--- src/rtl/cpu_types_pkg.sv ---
// Shared types for the 5-stage MIPS pipeline control blocks.
package cpu_types_pkg;

    typedef logic [31:0] word_t;
    typedef logic [4:0]  regbits_t;

    typedef enum logic [1:0] {
        RUN    = 2'd0,
        DWAIT  = 2'd1,
        REFILL = 2'd2
    } hz_state_t;

    localparam logic [5:0] LW = 6'h23;

    function automatic logic [5:0] opcode_of(input word_t instr);
        return instr[31:26];
    endfunction

    function automatic regbits_t rs_of(input word_t instr);
        return instr[25:21];
    endfunction

    function automatic regbits_t rt_of(input word_t instr);
        return instr[20:16];
    endfunction

endpackage

--- src/rtl/hazard_watchdog.sv ---
// Saturating stuck-access counter with a sticky hang flag, cleared only by reset.
module hazard_watchdog #(
    parameter int TIMEOUT = 255
) (
    input  logic CLK,
    input  logic RST,
    input  logic en_i,
    input  logic clr_i,
    output logic hang_err_o
);
    localparam int CW = $clog2(TIMEOUT + 1);

    logic [CW-1:0] count_q, count_d;
    logic          hang_q, hang_d;

    always_comb begin
        count_d = count_q;
        hang_d  = hang_q;
        if (clr_i) begin
            count_d = '0;
        end else if (en_i) begin
            if (count_q == CW'(TIMEOUT)) begin
                hang_d = 1'b1;
            end else begin
                count_d = count_q + CW'(1);
            end
        end
    end

    always_ff @(posedge CLK) begin
        if (RST) begin
            count_q <= '0;
            hang_q  <= 1'b0;
        end else begin
            count_q <= count_d;
            hang_q  <= hang_d;
        end
    end

    assign hang_err_o = hang_q;

endmodule

--- src/rtl/hazard_sequencer.sv ---
// Pipeline stall/flush control: load-use, data-memory wait, branch refill and watchdog.
// Optional HAZARD_PERF_CNT_EN adds stall_cycles / flush_count counters.
module hazard_sequencer
    import cpu_types_pkg::*;
#(
    parameter int         TIMEOUT = 255,
    parameter logic [5:0] LW_OP   = LW
) (
    input  logic        CLK,
    input  logic        RST,
    input  logic [31:0] imemload_id,
    input  logic [31:0] imemload_exe,
    input  logic        ihit,
    input  logic        dhit,
    input  logic        dmemREN_mem,
    input  logic        dmemWEN_mem,
    input  logic        pcsrc_mem,
`ifdef HAZARD_PERF_CNT_EN
    output logic [31:0] stall_cycles,
    output logic [31:0] flush_count,
`endif
    output logic        pc_en,
    output logic        ifid_en,
    output logic        ifid_flush,
    output logic        idex_en,
    output logic        idex_flush,
    output logic        exmem_en,
    output logic        exmem_flush,
    output logic        memwb_en,
    output logic        hang_err
);

    hz_state_t state_q, state_d;
    hz_state_t ret_q, ret_d;
    hz_state_t eff_state;
    regbits_t  rs_id, rt_id, rt_exe;
    logic      mem_busy;
    logic      lu_hazard;

    assign rs_id     = rs_of(imemload_id);
    assign rt_id     = rt_of(imemload_id);
    assign rt_exe    = rt_of(imemload_exe);
    assign mem_busy  = (dmemREN_mem | dmemWEN_mem) & ~dhit;
    assign lu_hazard = (opcode_of(imemload_exe) == LW_OP) && (rt_exe != '0)
                       && ((rt_exe == rs_id) || (rt_exe == rt_id));

    // The dhit cycle leaving DWAIT is judged by the rules of the state it interrupted.
    assign eff_state = (state_q == DWAIT) ? ret_q : state_q;

    always_comb begin
        pc_en       = 1'b1;
        ifid_en     = 1'b1;
        ifid_flush  = 1'b0;
        idex_en     = 1'b1;
        idex_flush  = 1'b0;
        exmem_en    = 1'b1;
        exmem_flush = 1'b0;
        memwb_en    = 1'b1;
        state_d     = RUN;
        ret_d       = ret_q;
        if (RST) begin
            pc_en       = 1'b0;
            ifid_en     = 1'b0;
            ifid_flush  = 1'b1;
            idex_en     = 1'b0;
            idex_flush  = 1'b1;
            exmem_en    = 1'b0;
            exmem_flush = 1'b1;
            memwb_en    = 1'b0;
            ret_d       = RUN;
        end else if (mem_busy) begin
            pc_en    = 1'b0;
            ifid_en  = 1'b0;
            idex_en  = 1'b0;
            exmem_en = 1'b0;
            memwb_en = 1'b0;
            state_d  = DWAIT;
            ret_d    = eff_state;
        end else if (eff_state == REFILL) begin
            pc_en      = ihit;
            ifid_flush = ~ihit;
            state_d    = ihit ? RUN : REFILL;
        end else if (pcsrc_mem) begin
            ifid_flush  = 1'b1;
            idex_flush  = 1'b1;
            exmem_flush = 1'b1;
            state_d     = REFILL;
        end else if (lu_hazard) begin
            pc_en      = 1'b0;
            ifid_en    = 1'b0;
            idex_flush = 1'b1;
        end else if (!ihit) begin
            pc_en      = 1'b0;
            ifid_flush = 1'b1;
        end
    end

    always_ff @(posedge CLK) begin
        if (RST) begin
            state_q <= RUN;
            ret_q   <= RUN;
        end else begin
            state_q <= state_d;
            ret_q   <= ret_d;
        end
    end

    hazard_watchdog #(.TIMEOUT(TIMEOUT)) u_watchdog (
        .CLK        (CLK),
        .RST        (RST),
        .en_i       (mem_busy),
        .clr_i      (~mem_busy),
        .hang_err_o (hang_err)
    );

`ifdef HAZARD_PERF_CNT_EN
    logic [31:0] stall_q, flush_q;
    logic        flush_evt;

    assign flush_evt = ~RST & ~mem_busy & (eff_state != REFILL) & pcsrc_mem;

    always_ff @(posedge CLK) begin
        if (RST) begin
            stall_q <= '0;
            flush_q <= '0;
        end else begin
            if (!pc_en) stall_q <= stall_q + 32'd1;
            if (flush_evt) flush_q <= flush_q + 32'd1;
        end
    end

    assign stall_cycles = stall_q;
    assign flush_count  = flush_q;
`endif

    logic unused_bits;
    assign unused_bits = ^{imemload_id[15:0], imemload_exe[25:21], imemload_exe[15:0]};

endmodule

--- config.mk ---
export PLATFORM = sky130hd
export DESIGN_NAME = hazard_sequencer
export DESIGN_NICKNAME = d
export VERILOG_FILES = /design/src/rtl/cpu_types_pkg.sv /design/src/rtl/hazard_watchdog.sv /design/src/rtl/hazard_sequencer.sv
export SDC_FILE = /design/constraint.sdc
export NUM_CORES = 1
export LEC_CHECK = 0
export CAP_MARGIN = 20
export CORE_UTILIZATION = 31
export CTS_CLUSTER_DIAMETER = 50
export DETAILED_ROUTE_END_ITERATION = 8
export PLACE_DENSITY = 0.85
export SLEW_MARGIN = 10
export SYNTH_ARGS = -nofsm -noshare
export SYNTH_HDL_FRONTEND = slang
export SYNTH_SLANG_ARGS = --single-unit
--- constraint.sdc ---
create_clock -name CLK -period 3 [get_ports CLK]
set_input_delay 0.6 -clock CLK [delete_from_list [all_inputs] [get_ports CLK]]
set_output_delay 0.6 -clock CLK [all_outputs]
set_load 0.01 [all_outputs]
==> results_dict.tcl <==
set metrics [dict create \
    rsz0062_at_grt "no" \
    synth_top_area_share 0.329 \
    grt_start_max_net_pins 9 \
    drc 0 \
    seq_area_frac_synth 0.329 \
    rows 17 \
    root_buffer "clkbuf_4" \
    ys_seq_elements 13 \
    synthFlopType "dfxtp_1" \
    cts_max_level 1 \
    fin_ws_ns 0.0916 \
    ant_nets 0 \
    syn2layout_area_growth_pct 59.7 \
    fin_nets 220 \
    synthesis.area_um2 791 \
    synth_edf_count 0 \
    ys_types 35 \
    coreArea_um2 2300 \
    gp_congestion 0.808 \
    status "finished, final reports clean" \
    tightest_slew_ns 0.317 \
    final_cell_mix "clkdlybuf4s50_1, dfxtp_1, buf_4" \
    synthAdderAreaFrac 0.0158 \
    ir_worst_vdd_v 0.000300 \
    syn_inst 99 \
    path_cells "clkdlybuf4s50_1 -> or4_1 -> o211ai_2 -> buf_4 -> nor3_1 -> a21oi_1 -> buf_2" \
    finalSetupViolCount 0 \
    ys_async_sr_fraction 0 \
    grt_pass1_vias 871 \
    synth_area_leaders "dfxtp_1, xnor2_1, nor2_1" \
    fillers 228 \
    die_h_um 52.5 \
    hold_buffers 0 \
    hp-class "register to register" \
    fin_crit_sh 0.969 \
    arrival_ns 2.31 \
    die-area_um2 2760 \
    layout_commonest_cell "clkdlybuf4s50_1" \
    io_buffers 36 \
    maxSlewHeadroom 0.786 \
    synth_compound_area_frac 0.190 \
    finalCriticalPeriod_ns 2.91 \
    die_width_um 52.5 \
    maxCapViolCount 0 \
    grt_overflow_total 0 \
    cpMaxStageDelayCell "or4_1" \
    power_density_nw_per_um2 311 \
    clock.fmax_ghz 0.344 \
    grt_first_pass_wirelength_um 3600 \
    yosys_warnings 0 \
    hold_viol_final 0 \
    pin_count 80 \
    clkSinkCount 13 \
    start_util 0.344 \
    setup_tns_ns 0 \
    vias_per_cell 4.98 \
    synthXorXnorAreaFrac 0.133 \
    clk_pin_slew_ns 0.07 \
    yosysTopAreaCell "dfxtp_1" \
    first_pass_iters 4 \
    post_drt_wl_per_cell_um 12.3 \
    grt_antenna_before_repair 0 \
    synth_top_family_by_area "simple AND/OR/NAND/NOR gates" \
    drive_above_1_share 0.150 \
    finalWirelength_um 2140 \
    dr.first_iter.drc_count 11 \
    worstSkewPairLatency_ns 0.27 \
    required_ns 2.40 \
    cts_buffers 3 \
    worst-path-max-fanout 2 \
    synth_mux_area_frac 0 \
    pre_cts_slack_ns -0.247 \
    cts_tree "built" \
    crit_path_start_kind "primary input" \
    syn-num-nets 171 \
    cts_buffer_depth 2 \
    maxSlewViolCount 0 \
    dp_hpwl_um 1720 \
    critical_path_class "primary input to primary output" \
    p_leak_uw 0.000487 \
    grtUsageTotal 0.177 \
    synthSimpleGateAreaFrac 0.288 \
    worstSetupEndpointType "primary output" \
    vias 872 \
    fin_skew_ns 0.000156 \
    antenna_cells 0 \
    syn_area_per_cell_um2 7.99 \
    critPathMaxStageDelay_ns 0.56 \
]
-- critical path, delay by kind of cell --
kind | cells | cell delay [ns]
simple gates | 2 | 0.61
buf+inv | 3 | 0.72
compound gates | 2 | 0.37
-- path summary, 6_finish.rpt --
check                        startpoint               endpoint  cells after the start  slack (ns)
hold reg to reg                ret_q[1]               ret_q[1]                      2        0.48
hold / removal                 ret_q[1]               ret_q[1]                      2        0.48
setup / recovery       imemload_exe[17]                  pc_en                      7        0.09
setup reg to reg  u_watchdog.count_q[0]  u_watchdog.count_q[3]                      5        1.56
-- metal layers --
| metal | routed length, um | up-vias | GRT usage |
|---|---|---|---|
| li1 | - | 448 | - |
| met1 | 906 | 397 | 0.188 |
| met2 | 1130 | 25 | 0.344 |
| met3 | 95 | 2 | 0.0464 |
| met4 | 9 | 0 | 0.0351 |
| met5 | 0 | - | 0 |
-- cell usage after synthesis (3+ instances only) --
cell type and number:
nand3_1 4, nor3_1 8, a21oi_1 7, and3_1 3
o21ai_0 4, nand2_1 5, inv_1 3, xnor2_1 10
dfxtp_1 13, nor2_1 11
-- state kept, by name (all words and copies together) (netlist names) --
name                   cells
u_watchdog.count_q         8
ret_q                      2
state_q                    2
u_watchdog.hang_err_o      1
-- kinds of logic (layout without fill, tap and decap cells) --
kind of cell	Yosys count	in the layout
simple gates	43	43
compound gates	23	23
flops	13	13
fa+ha+maj	1	1
buf+inv	7	55
xor+xnor	12	12
-- layout make-up --
cell class,count,area [um^2],share of cell area
multi-input cells,79,495,0.392
repair buffers,48,434,0.344
flip-flops and latches,13,260,0.206
well taps,28,35.0,0.0278
clock buffers,4,26.3,0.0208
inverters,3,11.3,0.00892
-- power by group --
group | switching (uW) | total [uW] | internal (uW)
clock | 51.2 | 103 | 51.5
sequential | 2.95 | 179 | 176
combinational | 41.5 | 111 | 69.9
-- metrics by stage --
| stage | utilization | instance area (um^2) | power (uW) | hold slack, ns | std cells |
|---|---|---|---|---|---|
| 2_1_floorplan | - | 791 | 225 | 0.449 | 99 |
| 3_3_place_gp | 0.542 | 1240 | 293 | 0.456 | 170 |
| 3_5_place_dp | 0.542 | 1240 | 297 | 0.467 | 170 |
| 4_1_cts | 0.553 | 1270 | 397 | 0.483 | 175 |
| 5_1_grt | 0.550 | 1260 | 417 | 0.506 | 175 |
| 6_report | 0.550 | 1260 | 393 | 0.476 | 175 |
-- timing repair --
item	in CTS	in global routing
setup buffers	1	0
gates resized for setup	8	3
endpoints found under the hold margin	0	0
setup endpoints to repair	4	2
cloned	0	0
pin swaps	2	0
(Power assumes the default switching activity.)
==> variant 1 (same settings) <==
`TIMEOUT` is set to 255 in 2 places; all go to 510.
--- a/src/rtl/hazard_watchdog.sv
+++ b/src/rtl/hazard_watchdog.sv
@@ -1,5 +1,5 @@
 // Saturating stuck-access counter with a sticky hang flag, cleared only by reset.
 module hazard_watchdog #(
-    parameter int TIMEOUT = 255
+    parameter int TIMEOUT = 510
 ) (
     input  logic CLK,
--- a/src/rtl/hazard_sequencer.sv
+++ b/src/rtl/hazard_sequencer.sv
@@ -4,5 +4,5 @@
     import cpu_types_pkg::*;
 #(
-    parameter int         TIMEOUT = 255,
+    parameter int         TIMEOUT = 510,
     parameter logic [5:0] LW_OP   = LW
 ) (
Function: same outputs for any inputs over 10 cycles, from zero or initial values and one cycle with RST high; that may be too few to reach the edited logic, so the function may still have changed.
==> variant 1 against the unedited design <==
- total power grew 9.9%
- setup slack got worse by 0.0020 ns
- sequential cell count grew 1
- via count rose by 2.5%
- synthesized cell count up 4.0%
- clock skew grew 0.0021 ns
- synthesized area grew 11%
- final area increased by 4.8%
- wire length down 5.2%
==> variant 1: results (changes against the unedited design) <==
* Layout cells sized above 1 at 12.4% (was 15.0%)
* Via Count at 894 (was 872)
* Placed Instances at 171 (was 170)
* Cell leakage power at 0.504 nW (was 0.487 nW)
* Drt pass-1 iters at 4 (unchanged)
* Commonest cells post-synth: 14 x dfxtp_1, 13 x xnor2_1, 10 x nor2_1, 6 x a21oi_1 (was 13 x dfxtp_1, 11 x nor2_1, 10 x xnor2_1, 8 x nor3_1, 7 x a21oi_1)
* Largest net degree at the start of global routing at 10 (was 9)
* Worst VDD drop at 0.251 mV (was 0.300 mV)
* Status: complete, no violations (unchanged)
* Sequential Power Share at 44.6% (was 45.5%)
* Initial antenna violation count at 0 (unchanged)
* Fin nets at 219 (was 220)
* Worst Hold End: ret_q[1] (unchanged)
* Sequential area share after synthesis at 31.8% (was 32.9%)
* CP peak stage delay at 0.53 ns (was 0.56 ns)
* Synth top area cells: dfxtp_1 32%, xnor2_1 13%, nor2_1 4.3% (was dfxtp_1 33%, xnor2_1 11%, nor2_1 5.2%)
* Worst R2R Start: u_watchdog.count_q[0] (unchanged)
* Number of global-route vias before repair at 854 (was 871)
* Clock Skew at 0.00224 ns (was 0.000156 ns)
* R2R depth at 6 (was 5)
* Initial DRC count at 18 (was 11)
* Sw Share at 23.5% (was 24.3%)
* Wire length of the first global-routing pass at 3.59 mm (was 3.60 mm)
* Reg2reg setup slack at 1.45 ns (was 1.56 ns)
* Final wirelength at 2.03 mm (was 2.14 mm)
* Worst slack, placed at -0.195 ns (was -0.247 ns)
* Routability congestion estimate at 0.875 (was 0.808)
* Filler cells at 250 (was 228)
* Post-CTS setup buffer count at 0 (was 1)
* Worst-path maximum fanout at 3 (was 2)
* WHS at 0.477 ns (was 0.476 ns)
* Clk pin slew, worst setup/hold paths at around 0.080 ns
* Global Route Usage Sum at 14.2% (was 17.7%)
* DP Wirelength at 1.61 mm (was 1.72 mm)
* Mean Syn Cell Area at 8.55 µm² (was 7.99 µm²)
* Relative slew slack at 70.0% (was 78.6%)
* Critical R2R Capture: u_watchdog.count_q[5] (was u_watchdog.count_q[3])
* Yosys warns at 0 (unchanged)
* Worst endpoint data arrival time at 2.31 ns (about the same)
* Largest regs: u_watchdog.count_q (9), ret_q (2), state_q (2) (was u_watchdog.count_q (8), ret_q (2), state_q (2))
* Synth cell types at 43 (was 35)
## variant 1: kinds of logic (layout without fill, tap and decap cells)
kind of cell	Yosys count	count (layout)	synth area share, %
buffers and inverters	9	51	6.39
DFF	14	14	31.8
and+or+nand+nor	37	37	22.9
adders and majority gates	2	2	2.84
AOI/OAI and AO/OA	27	27	22.2
xor gates and xnor gates	14	14	13.9
## variant 1: what timing repair did
item                                    CTS  global route
cloned                                    0             0
endpoints found under the setup margin    4             1
resized for setup                         4             1
## variant 1: layer usage
layer	wire length, µm	track usage [%]
met1	873	15.9
met2	1010	25.5
met3	123	3.75
met4	25	5.36
met5	0	0
## variant 1: final cells by class
class	instances	share of cell area (%)
clock buffers	4	2.74
multi-input cells	80	41.2
inverters	4	1.14
well taps	30	2.84
flip-flops and latches	14	21.2
repair buffers	43	30.9
## variant 1: power by group through the flow
stage	sequential (mW)	clock, mW	combinational (mW)
6_report	0.192	0.133	0.106
5_1_grt	0.193	0.147	0.115
4_1_cts	0.192	0.137	0.107
3_5_place_dp	0.197	0	0.109
3_3_place_gp	0.196	0	0.106
2_1_floorplan	0.196	0	0.0458
## variant 1: worst max-delay path by stage
stage                                 from         end  slack [ns]
after floorplan           imemload_exe[17]       pc_en        0.79
after global placement    imemload_exe[17]       pc_en       -0.14
after detailed placement  imemload_exe[18]     ifid_en       -0.20
after CTS                 imemload_exe[18]     ifid_en        0.07
after global routing      imemload_exe[17]       pc_en       0.003
final                     imemload_exe[18]  idex_flush        0.09
## variant 1: metrics by stage
| step | instance area (µm²) | power [mW] |
|---|---|---|
| floorplan | 881 | 0.242 |
| finish | 1320 | 0.432 |
| global route | 1320 | 0.455 |
| CTS | 1320 | 0.437 |
| detailed placement | 1290 | 0.305 |
| global placement | 1290 | 0.302 |
==> variant 2 (config.mk and constraints unchanged) <==
Without the edit above. Add an input register stage for `imemload_id`, `imemload_exe`, `ihit`, `dhit`, `dmemREN_mem` and `dmemWEN_mem`, with the module's reset; this delays them by one clock. The other inputs are not delayed to match. Comments in the files are not updated.
--- a/src/rtl/hazard_sequencer.sv
+++ b/src/rtl/hazard_sequencer.sv
@@ -31,4 +31,29 @@
 );
 
+    logic [31:0] imemload_id_q;
+    logic [31:0] imemload_exe_q;
+    logic ihit_q;
+    logic dhit_q;
+    logic dmemREN_mem_q;
+    logic dmemWEN_mem_q;
+
+    always_ff @(posedge CLK) begin
+        if (RST) begin
+            imemload_id_q  <= '0;
+            imemload_exe_q <= '0;
+            ihit_q         <= '0;
+            dhit_q         <= '0;
+            dmemREN_mem_q  <= '0;
+            dmemWEN_mem_q  <= '0;
+        end else begin
+            imemload_id_q  <= imemload_id;
+            imemload_exe_q <= imemload_exe;
+            ihit_q         <= ihit;
+            dhit_q         <= dhit;
+            dmemREN_mem_q  <= dmemREN_mem;
+            dmemWEN_mem_q  <= dmemWEN_mem;
+        end
+    end
+
     hz_state_t state_q, state_d;
     hz_state_t ret_q, ret_d;
@@ -38,9 +63,9 @@
     logic      lu_hazard;
 
-    assign rs_id     = rs_of(imemload_id);
-    assign rt_id     = rt_of(imemload_id);
-    assign rt_exe    = rt_of(imemload_exe);
-    assign mem_busy  = (dmemREN_mem | dmemWEN_mem) & ~dhit;
-    assign lu_hazard = (opcode_of(imemload_exe) == LW_OP) && (rt_exe != '0)
+    assign rs_id     = rs_of(imemload_id_q);
+    assign rt_id     = rt_of(imemload_id_q);
+    assign rt_exe    = rt_of(imemload_exe_q);
+    assign mem_busy  = (dmemREN_mem_q | dmemWEN_mem_q) & ~dhit_q;
+    assign lu_hazard = (opcode_of(imemload_exe_q) == LW_OP) && (rt_exe != '0)
                        && ((rt_exe == rs_id) || (rt_exe == rt_id));
 
@@ -78,7 +103,7 @@
             ret_d    = eff_state;
         end else if (eff_state == REFILL) begin
-            pc_en      = ihit;
-            ifid_flush = ~ihit;
-            state_d    = ihit ? RUN : REFILL;
+            pc_en      = ihit_q;
+            ifid_flush = ~ihit_q;
+            state_d    = ihit_q ? RUN : REFILL;
         end else if (pcsrc_mem) begin
             ifid_flush  = 1'b1;
@@ -90,5 +115,5 @@
             ifid_en    = 1'b0;
             idex_flush = 1'b1;
-        end else if (!ihit) begin
+        end else if (!ihit_q) begin
             pc_en      = 1'b0;
             ifid_flush = 1'b1;
@@ -135,5 +160,5 @@
 
     logic unused_bits;
-    assign unused_bits = ^{imemload_id[15:0], imemload_exe[25:21], imemload_exe[15:0]};
+    assign unused_bits = ^{imemload_id_q[15:0], imemload_exe_q[25:21], imemload_exe_q[15:0]};
 
 endmodule
Formal check against the unedited RTL: not equivalent (Yosys sat finds a counterexample within 4 cycles, from zero or initial values and one cycle with RST high).
==> variant 2 against the unedited design <==
- the run now ends with design-rule violations left
- synthesized cell count up 53%
- largest cell class is now registers
- fmax increased by 2.8%
- synthesized area increased by 87%
- final area is 59% higher
- clock skew rose by 0.0093 ns
- via count is 30% higher
- register-to-register slack worse by 0.06 ns
- total power grew to 2.6 times the old value
- wire length is 29% higher
- setup slack gained 0.078 ns
- sequential cell count up 25
- combinational power rose by 14%
==> variant 2: results (changes against the unedited design) <==
* Number of global-route vias before repair at 1089 (was 871)
* # DRC at 1 (was 0)
* Non-clock buffers at 41 (was 48)
* Design Area, Final at 2010 µm² (was 1260 µm²)
* Global Route Usage Sum at 12.4% (was 17.7%)
* Critical R2R Capture: u_watchdog.count_q[1] (was u_watchdog.count_q[3])
* Fraction of area in multi-input gates at 33.7% (was 39.2%)
* Initial DRC count at 79 (was 11)
* # H-tree levels at 2 (was 1)
* Fin nets at 265 (was 220)
* CP startpoint: imemload_exe_q[16] (was imemload_exe[17])
* Sequential area share after synthesis at 51.6% (was 32.9%)
* Post-CTS resize count at 0 (was 8)
* Register Area at 761 µm² (was 260 µm²)
* Pwr dens at 511 nW/µm² (was 311 nW/µm²)
* Layout cells sized above 1 at 9.79% (was 15.0%)
* Mean Syn Cell Area at 9.77 µm² (was 7.99 µm²)
* Area fraction in compound gates after synthesis at 11.3% (was 19.0%)
* Synth top area cells: dfxtp_1 52%, nor2b_1 11%, xnor2_1 5.9% (was dfxtp_1 33%, xnor2_1 11%, nor2_1 5.2%)
* Fin crit share at 94.3% (was 96.9%)
* Largest regs: imemload_exe_q (11), imemload_id_q (10), u_watchdog.count_q (8) (was u_watchdog.count_q (8), ret_q (2), state_q (2))
* Worst VDD drop at 0.227 mV (was 0.300 mV)
* Status: finished, violations left (was complete, no violations)
* CTS Root Cell: clkbuf_8 (was clkbuf_4)
* Total CTS buffers at 5 (was 3)
* Met1 WL at 1.27 mm (was 906 µm)
* Finished Layout Cells at 246 (was 175)
* Met1 Use GR at 13.4% (was 18.8%)
* Signal buffers share of area at 19.8% (was 34.4%)
* Placed instance area at 1910 µm² (was 1240 µm²)
* Violated checks: design-rule violations
* NetSw at 0.235 mW (was 0.0956 mW)
* Post-detailed-route via-to-cell ratio at 4.61 (was 4.98)
* Routability congestion estimate at 0.737 (was 0.808)
* Setup crit end: ifid_en (was pc_en)
* GRT met2 Usage at 20.5% (was 34.4%)
* Routed wire per std cell at 11.3 µm (was 12.3 µm)
* Post-CTS setup buffer count at 0 (was 1)
* Adder-cell share of the synthesized area at 0.848% (was 1.58%)
* Worst endpoint data arrival time at 2.23 ns (was 2.31 ns)
* Synth cell types at 37 (was 35)
* Flops & latches, synth at 38 (was 13)
* Mux cell area share after synthesis at 1.36% (was 0%)
* Worst-path maximum fanout at 3 (was 2)
* Worst slack, placed at 0.0412 ns (was -0.247 ns)
* Post-Route Utilization at 44.9% (was 55.0%)
* Met3 WL at 145 µm (was 95 µm)
* Placed Instances at 238 (was 170)
* Synth Net Count at 223 (was 171)
* Met2 wire length at 1.29 mm (was 1.13 mm)
* Commonest cells post-synth: 38 x dfxtp_1, 26 x nor2b_1, 10 x xnor2_1, 9 x nor2_1 (was 13 x dfxtp_1, 11 x nor2_1, 10 x xnor2_1, 8 x nor3_1, 7 x a21oi_1)
* Filler cells at 431 (was 228)
* Cell leakage power at 0.749 nW (was 0.487 nW)
* Gate power share at 12.3% (was 28.3%)
* DP Wirelength at 2.10 mm (was 1.72 mm)
* #MultiIn Comb at 104 (was 79)
* Reg2reg setup slack at 1.50 ns (was 1.56 ns)
-- variant 2: cell types whose count changed after synthesis, moves of 2 or more --
cell / unedited run / this run
a31oi_1: 2 / 0
and3_1: 3 / 1
clkbuf_1: 1 / 3
dfxtp_1: 13 / 38
mux2i_1: 0 / 2
nand2_1: 5 / 8
nand4_1: 2 / 0
nor2_1: 11 / 9
nor2b_1: 1 / 26
nor3_1: 8 / 6
o31ai_1: 1 / 3
-- variant 2: how the worst min path moves through the flow --
stage | startpoint | endpoint | slack (ns)
2_1_floorplan | u_watchdog.count_q[4] | u_watchdog.count_q[4] | 0.44
3_3_place_gp | u_watchdog.count_q[4] | u_watchdog.count_q[4] | 0.45
3_5_place_dp | u_watchdog.hang_err_o | u_watchdog.hang_err_o | 0.45
4_1_cts | u_watchdog.count_q[4] | u_watchdog.count_q[4] | 0.47
5_1_grt | state_q[1] | ret_q[1] | 0.48
6_report | u_watchdog.hang_err_o | u_watchdog.hang_err_o | 0.47
